--- config.mk ---
export PLATFORM = sky130hd
export DESIGN_NAME = mux_fault_sequencer
export DESIGN_NICKNAME = d
export VERILOG_FILES = /design/src/rtl/mux_bist_pkg.sv /design/src/rtl/mux_golden_model.sv /design/src/rtl/mux_fault_sequencer.sv
export SDC_FILE = /design/constraint.sdc
export NUM_CORES = 1
export LEC_CHECK = 0
export ABC_CLOCK_PERIOD_IN_PS = 2100
export CAP_MARGIN = 20
export CORE_MARGIN = 3
export CORE_UTILIZATION = 45
export DETAILED_ROUTE_END_ITERATION = 8
export PLACE_DENSITY = 0.72
export SKIP_LAST_GASP = 1
export SLEW_MARGIN = 20
export SYNTH_ARGS = -nofsm -noshare
export SYNTH_HDL_FRONTEND = slang
export SYNTH_SLANG_ARGS = --single-unit
--- constraint.sdc ---
create_clock -name clk -period 2.1 [get_ports clk]
set_clock_uncertainty 0.1 [all_clocks]
set_input_delay 0.42 -clock clk [delete_from_list [all_inputs] [get_ports clk]]
set_output_delay 0.42 -clock clk [all_outputs]
set_load 0.02 [all_outputs]
--- src/rtl/mux_bist_pkg.sv ---
// Shared types and constants for the 2:1 mux self-test sequencer.
// Wire indices follow the order of the observed mux nets, from the inputs to the output.
package mux_bist_pkg;

  localparam int unsigned NUM_WIRES = 9;
  localparam int unsigned NUM_VECS  = 8;

  localparam int unsigned W_I0   = 0;
  localparam int unsigned W_I1   = 1;
  localparam int unsigned W_S0   = 2;
  localparam int unsigned W_S1   = 3;
  localparam int unsigned W_S2   = 4;
  localparam int unsigned W_SN   = 5;
  localparam int unsigned W_AND1 = 6;
  localparam int unsigned W_AND0 = 7;
  localparam int unsigned W_OUT  = 8;

  typedef enum logic [2:0] {
    StIdle,
    StApply,
    StSettle,
    StCompare,
    StDone
  } state_e;

endpackage

--- src/rtl/mux_golden_model.sv ---
// Fault-free reference for the nine observable wires of the 2:1 mux.
// Purely combinational; the inputs are the sequencer's registered drives.
module mux_golden_model
  import mux_bist_pkg::*;
(
  input  logic                 s,
  input  logic                 i0,
  input  logic                 i1,
  output logic [NUM_WIRES-1:0] golden
);

  always_comb begin
    golden         = '0;
    golden[W_I0]   = i0;
    golden[W_I1]   = i1;
    // S fans out to three separately observed branches.
    golden[W_S0]   = s;
    golden[W_S1]   = s;
    golden[W_S2]   = s;
    golden[W_SN]   = ~s;
    golden[W_AND1] = i1 & s;
    golden[W_AND0] = i0 & ~s;
    golden[W_OUT]  = (i1 & s) | (i0 & ~s);
  end

endmodule

--- src/rtl/mux_fault_sequencer.sv ---
// Walks the 2:1 mux through all eight input vectors and reports the first stuck-at wire.
// Define FAULT_SWEEP_EN to run all vectors and also report a sticky fault_mask.
module mux_fault_sequencer
  import mux_bist_pkg::*;
#(
  parameter int unsigned SETTLE_CYCLES = 2
) (
  input  logic       clk,
  input  logic       rst,
  input  logic       start,
  input  logic [8:0] obs,
  output logic       s_o,
  output logic       i0_o,
  output logic       i1_o,
  output logic       busy,
  output logic       done,
  output logic       fault,
  output logic [3:0] fault_idx,
  output logic       stuck_val,
  output logic [2:0] vec_idx
`ifdef FAULT_SWEEP_EN
  ,
  output logic [8:0] fault_mask
`endif
);

  state_e state_q, state_d;

  logic [2:0] v_q;
  logic [3:0] cnt_q;
  logic       fault_q;
  logic [3:0] idx_q;
  logic       stuck_q;
  logic [2:0] fail_vec_q;

  logic [NUM_WIRES-1:0] golden;
  logic [NUM_WIRES-1:0] diff;
  logic [3:0]           enc;
  logic                 any_diff;
  logic                 last_vec;
  logic                 settle_done;
  logic                 accept;
  logic                 advance;

  assign {i0_o, i1_o, s_o} = v_q;

  mux_golden_model u_golden (
    .s      (s_o),
    .i0     (i0_o),
    .i1     (i1_o),
    .golden (golden)
  );

  assign diff        = obs ^ golden;
  assign any_diff    = |diff;
  assign last_vec    = (v_q == 3'(NUM_VECS - 1));
  assign settle_done = (cnt_q == 4'(SETTLE_CYCLES - 1));
  assign accept      = start && ((state_q == StIdle) || (state_q == StDone));

  // Lowest mismatching index wins.
  always_comb begin
    enc = '0;
    for (int i = int'(NUM_WIRES) - 1; i >= 0; i--) begin
      if (diff[i]) enc = 4'(i);
    end
  end

`ifdef FAULT_SWEEP_EN
  assign advance = !last_vec;
`else
  assign advance = !last_vec && !any_diff;
`endif

  // State register
  always_ff @(posedge clk or posedge rst) begin
    if (rst) state_q <= StIdle;
    else     state_q <= state_d;
  end

  // Next-state logic
  always_comb begin
    state_d = state_q;
    case (state_q)
      StIdle, StDone: if (start) state_d = StApply;
      StApply:        state_d = StSettle;
      StSettle:       if (settle_done) state_d = StCompare;
      StCompare:      state_d = advance ? StApply : StDone;
      default:        state_d = StIdle;
    endcase
  end

  // Output decode
  always_comb begin
    busy = 1'b0;
    done = 1'b0;
    case (state_q)
      StApply, StSettle, StCompare: busy = 1'b1;
      StDone:                       done = 1'b1;
      default:                      ;
    endcase
  end

  // Vector, settle counter and result registers
  always_ff @(posedge clk or posedge rst) begin
    if (rst) begin
      v_q        <= '0;
      cnt_q      <= '0;
      fault_q    <= 1'b0;
      idx_q      <= '0;
      stuck_q    <= 1'b0;
      fail_vec_q <= '0;
`ifdef FAULT_SWEEP_EN
      fault_mask <= '0;
`endif
    end else begin
      case (state_q)
        StIdle, StDone: begin
          if (accept) begin
            v_q        <= '0;
            cnt_q      <= '0;
            fault_q    <= 1'b0;
            idx_q      <= '0;
            stuck_q    <= 1'b0;
            fail_vec_q <= '0;
`ifdef FAULT_SWEEP_EN
            fault_mask <= '0;
`endif
          end
        end
        StSettle: cnt_q <= settle_done ? 4'd0 : cnt_q + 4'd1;
        StCompare: begin
          if (any_diff && !fault_q) begin
            fault_q    <= 1'b1;
            idx_q      <= enc;
            stuck_q    <= ~golden[enc];
            fail_vec_q <= v_q;
          end
`ifdef FAULT_SWEEP_EN
          fault_mask <= fault_mask | diff;
`endif
          if (advance) v_q <= v_q + 3'd1;
        end
        default: ;
      endcase
    end
  end

  assign fault     = fault_q;
  assign fault_idx = idx_q;
  assign stuck_val = stuck_q;
  // A sweep keeps stepping past the first fault, so report the vector it was seen on.
  assign vec_idx   = (done && fault_q) ? fail_vec_q : v_q;

endmodule

==> reports/summary.txt, run 1 <==
routed length on met3 = 85 µm
sw frac = 0.427
area grow syn2layout = 44.1%
Final Cycle Share = 0.975
Post-route DRC = 0
deepest clock path buffer count = 2
Post-Syn Nets = 175
CTS tree = built
ys async rst share = 1.00
final wirelength = 3980 µm
maxcap violations = 0
Slew HR = 0.733
Max rail drop VDD = 0.000586 V
ANT cells = 0
initial antenna violation count = 0
die height = 63.9 µm
Mapped Area = 1510 µm²
Flop pwr share = 0.280
Pre-Repair DR Iteration Count = 4
leading area contributor after synthesis = dfrtp_1
Pins Over Slew Limit = 0
syn_area_per_cell = 9.48 µm²
leakage = 1.04 nW
Startpoint Class = input port
share of cells above drive strength 1 = 0.321
hold slack = 0.295 ns
clk_lat worst skew = 0.29 ns
Cells after DPL = 258
Comb power frac = 0.626
Synth Flop Type = dfrtp_1
clk sinks = 19
metal2 WL = 2070 µm
class of the worst hold path = in2async
wire length per cell = 14.8 µm
DIE AREA = 4080 µm²
Final Core Density = 0.694
yosys warns = 0
Final TNS setup = 0 ns
Hold Buf Count CTS = 0
Core Area = 3130 µm²
DR vias/cell = 5.32
Final GP Congestion = 0.881
Port Buf Inserts = 25
hpwl dp = 3130 µm
Boundary Pins = 26
Root Buffer = clkbuf_4
Clock transition at path regs = 0.11 ns
Gate Count Post-Synth = 159
first-pass GRT wire length = 6750 µm
cts bufs inserted = 3
largest net degree at the start of global routing = 12
kind of critical path = in2reg
Crit path arrival time = 2.14 ns
measured slew at the worst slew-check pin = 0.401 ns
Cell Rows = 20
Vias = 1427
Post-synth EDFFs = 0
Pwr Density = 885 nW/µm²
Fmax = 0.488 GHz
sequential share of the synthesized area = 0.315
initial core utilization = 0.482
status = complete, no violations
synth top area cells = dfrtp_1 (32%), nand2_1 (4.7%), and3_1 (3.7%)
Req. time, crit path = 2.19 ns
Total Nets Final = 241
Clock power frac = 0.094
WL met1 = 1790 µm
DRT iter0 DRCs = 84
maximum level of the CTS H-tree = 1
vias in the first global route = 1411
total global-route track usage = 0.205
Synth top area share = 0.315
GR Overflow Total = 0
final non-filler cell total = 268
Final setup viols = 0
switching power total = 0.000821 W
RSZ-0062 raised after global routing = true
Critical Path Sink Type = flop
die width = 63.9 µm
DR top layer = met4
#FFs+latches synth = 19
Routed Antenna Nets = 0
internal power = 0.00110 W
Yosys cell types = 51
worst-path fanout max = 7
Final Critical Period = 2.05 ns
Final Hold Viols = 0
[worst max-delay path: stages]
cell             delay (ns)
clkdlybuf4s50_1        0.51
xnor2_2                0.24
o211a_4                0.22
nand4_4                0.14
o21ai_4                0.20
nand2_4                0.10
mux2_4                 0.31
[area by class of cell]
| cell class | count | area, µm² |
|---|---|---|
| Clock buffer | 3 | 22.5 |
| Clock inverter | 1 | 5.00 |
| Fill cell | 247 | 956 |
| Inverter | 7 | 26.3 |
| Multi-Input combinational cell | 128 | 1020 |
| Sequential cell | 19 | 479 |
| Tap cell | 44 | 55.1 |
| Timing Repair Buffer | 66 | 567 |
[placed cells by master, fill, tap and decap left out, drive strengths merged, types with 2 or more instances in the layout]
cell type / Yosys / layout
xnor2: 7 / 7
nand4: 4 / 4
buf: 3 / 43
xor2: 4 / 4
o22a: 2 / 2
dfrtp: 19 / 19
nor3: 2 / 2
a21oi: 2 / 2
nand3: 6 / 6
and3: 9 / 9
o21ai: 14 / 14
a21boi: 3 / 3
nor2b: 4 / 4
o211a: 2 / 2
clkbuf: 2 / 4
dlymetal6s2s: 0 / 5
ha: 4 / 4
o31ai: 2 / 2
and2: 4 / 4
a31o: 6 / 6
nor2: 8 / 8
o211ai: 3 / 3
o22ai: 3 / 3
inv: 7 / 7
mux2i: 5 / 5
nand2: 20 / 20
clkdlybuf4s50: 0 / 16
nand2b: 3 / 3
[cells in the mapped netlist, types with 3 or more instances]
library cell and instances:
nand3_1 6, and3_1 9, nand4_1 3, nand2_1 19, mux2i_1 5, xor2_1 4, dfrtp_1 19, xnor2_1 3
nor2_1 8, nor2b_1 3, nand2b_1 3, a31o_1 6, o21ai_0 11, and2_1 4, xnor2_2 3, inv_1 7
ha_1 4
[worst paths after layout]
check | startpoint | endpoint | slack, ns | cells after the start
min in group clk | cnt_q[3] | cnt_q[3] | 0.38 | 1
worst max register to register | v_q[0] | fault_idx[3] | 0.07 | 7
worst min-delay path | rst | state_q[1] | 0.30 | 2
worst min register to register | cnt_q[3] | cnt_q[3] | 0.38 | 1
max in group asynchronous | rst | state_q[2] | 1.11 | 3
worst max-delay path | obs[1] | fault_idx[3] | 0.05 | 7
[cells by family (layout without fill, tap and decap cells)]
logic type / Yosys count / count (layout) / share of synthesized area
buffers and inverters: 12 / 77 / 0.0407
adders and majority gates: 4 / 4 / 0.0332
muxes: 6 / 6 / 0.0432
AOI/OAI and AO/OA: 44 / 44 / 0.243
and+or+nand+nor: 63 / 63 / 0.233
xor gates and xnor gates: 11 / 11 / 0.0913
DFF: 19 / 19 / 0.315
[registers in the layout, summed over array words and instances, names as in the netlist]
register,cells
fault_idx,4
fail_vec_q,3
v_q,3
fault,1
state_q,3
stuck_val,1
cnt_q,4
[layer usage]
layer / GRT usage / vias to the layer above
met5: 0 / -
met4: 0.0404 / 0
met3: 0.0316 / 4
met2: 0.369 / 19
met1: 0.258 / 696
li1: - / 708
[power by group through the flow]
stage | clock network, W | registers (W) | logic (W)
after global routing | 0.000206 | 0.000554 | 0.00133
after global placement | 0 | 0.000538 | 0.00112
after floorplan | 0 | 0.000576 | 0.000610
after CTS | 0.000188 | 0.000531 | 0.00118
after detailed placement | 0 | 0.000545 | 0.00116
final | 0.000181 | 0.000539 | 0.00120
[per-stage QoR]
step | total power, W | instance area (µm²) | worst slack [ns]
final | 0.00192 | 2170 | 0.0516
after global routing | 0.00209 | 2170 | -0.0119
after CTS | 0.00190 | 2100 | -0.0842
after detailed placement | 0.00170 | 2060 | -0.277
after global placement | 0.00166 | 2060 | -0.205
after floorplan | 0.00119 | 1510 | 0.0473
[timing repair]
| item | 4_1_cts | 5_1_grt |
|---|---|---|
| setup endpoints to repair | 9 | 19 |
| pin swaps | 0 | 6 |
| resized for setup | 11 | 19 |
| buffers inserted | 2 | 4 |
(Power assumes the default switching activity.)
==> run 2, diff against run 1 <==
- ABC_CLOCK_PERIOD_IN_PS: 2100 -> 2600
- CTS_CLUSTER_SIZE: not set -> 8
- PLACE_DENSITY: 0.72 -> 0.7
- clock period: 2.1 -> 2.6 ns (I/O delays scaled with it)
==> reports/summary.txt, run 2 (synthesis results as in run 1) <==
Final Hold Viols = 0
commonest non-fill, non-tap cell in the layout = clkdlybuf4s50_1
Total Nets Final = 206
Critical R2R Launch = v_q[2]
Cell Rows = 20
measured slew at the worst slew-check pin = 0.716 ns
Clock transition at path regs = 0.11 ns
Port Buf Inserts = 25
die width = 63.9 µm
area grow syn2layout = 22.5%
Worst R2R End = fail_vec_q[2]
die height = 63.9 µm
Crit path arrival time = 1.76 ns
Routed Antenna Nets = 0
Final TNS setup = 0 ns
family with the most delay on the worst path = simple AND/OR/NAND/NOR gates
initial core utilization = 0.482
grt met1 use = 0.281
share of cells above drive strength 1 = 0.138
DR vias/cell = 5.44
met3 Resource Use GR = 0.0404
Final Critical Period = 2.38 ns
Final setup viols = 0
ANT cells = 0
deepest clock path buffer count = 2
maxcap violations = 0
Final GP Congestion = 0.879
clk_lat worst skew = 0.30 ns
GR Overflow Total = 0
Boundary Pins = 26
first-pass GRT wire length = 6330 µm
Core Area = 3130 µm²
initial antenna violation count = 0
kind of critical path = reg2out
Crit path buffers/inverters = 1
busiest grt layer = met2
vias in the first global route = 1336
DRT iter0 DRCs = 50
Vias = 1267
class of the worst hold path = reg2reg
RSZ-0062 raised after global routing = false
CP Cell Sequence = nor2_1 > and3_2 > nand2_1 > o21ai_0 > dlygate4sd2_1
Post-route DRC = 0
# fillers = 297
cts bufs inserted = 3
Worst Hold End = cnt_q[3]
Max rail drop VDD = 0.000437 V
Min-Delay Startpoint = cnt_q[3]
total global-route track usage = 0.193
Root Buffer = clkbuf_4
crit-path max cell delay = 0.44 ns
Worst R2R Path Depth = 6
clk sinks = 19
Slew HR = 0.522
WHS Path Cells = 1
Final Cycle Share = 0.915
hpwl dp = 2740 µm
Req. time, crit path = 1.98 ns
slowest cell on the critical path = dfrtp_1
wire length per cell = 15.0 µm
final wirelength = 3510 µm
Critical Path Sink Type = output port
placed cell area = 1820 µm²
DIE AREA = 4080 µm²
R2R Setup Slk = 0.36 ns
Pwr Density = 727 nW/µm²
Fmax = 0.420 GHz
most frequent cells in the layout = clkdlybuf4s50_1 (22), nand2_1 (19), dfrtp_1 (19)
leakage = 0.825 nW
largest net degree at the start of global routing = 20
post-route cell area = 1850 µm²
CTS tree = built
status = complete, no violations
maximum level of the CTS H-tree = 1
Pre-Repair DR Iteration Count = 4
Pins Over Slew Limit = 0
met2 Usage GRT = 0.303
Startpoint Class = flop
Setup Fix Bufs, Post-CTS = 0
worst-path fanout max = 6
run 2: routing by layer:
| metal | part of all wire | vias to the layer above |
|---|---|---|
| li1 | - | 639 |
| met1 | 0.50 | 588 |
| met2 | 0.45 | 38 |
| met3 | 0.044 | 2 |
| met4 | 0.0029 | 0 |
| met5 | 0 | - |
run 2: how the worst max path moves through the flow:
stage | slack [ns] | endpoint | from | depth (start not counted)
floorplan | 0.42 | fault_idx[3] | v_q[1] | 6
global placement | 0.05 | stuck_val | obs[7] | 7
detailed placement | 0.04 | stuck_val | obs[7] | 7
CTS | 0.23 | vec_idx[2] | state_q[0] | 5
global route | 0.07 | vec_idx[2] | state_q[0] | 5
finish | 0.22 | vec_idx[1] | state_q[0] | 5
run 2: report_power, final:
group	total (W)	leakage, nW	switching, W	internal (W)
Sequential	0.000442	0.257	0.0000756	0.000367
Clock	0.000149	0.0150	0.0000896	0.0000597
Combinational	0.000752	0.554	0.000439	0.000313
run 2: timing repair:
action | CTS | global route
hold buffers | 0 | 0
gates resized for setup | 4 | 0
setup endpoints to repair | 3 | 0
hold endpoints to repair | 0 | 0
run 2: worst register-to-register path: stages (launching register included):
cell	delay, ns
dfrtp_1	0.65
mux2i_1	0.23
xnor2_1	0.47
o21ai_4	0.13
buf_4	0.18
and3_1	0.18
a31o_1	0.20
run 2: final cells by class:
type	count	area (µm²)	area share
timing repair buffer	31	292	0.158
sequential	19	475	0.257
clock buffer	4	26.3	0.0142
tap	44	55.1	0.0298
inverter	7	26.3	0.0142
multi-input combinational	128	972	0.526
run 2: per-stage QoR:
stage | util | hold WS (ns) | std cells | worst slack, ns | total power [W]
final | 0.590 | 0.394 | 233 | 0.220 | 0.00134
after global routing | 0.590 | 0.436 | 233 | 0.0718 | 0.00146
after CTS | 0.590 | 0.393 | 233 | 0.225 | 0.00135
after detailed placement | 0.583 | 0.372 | 229 | 0.0412 | 0.00120
after global placement | 0.583 | 0.363 | 229 | 0.0527 | 0.00118
after floorplan | - | 0.346 | 159 | 0.424 | 0.000957
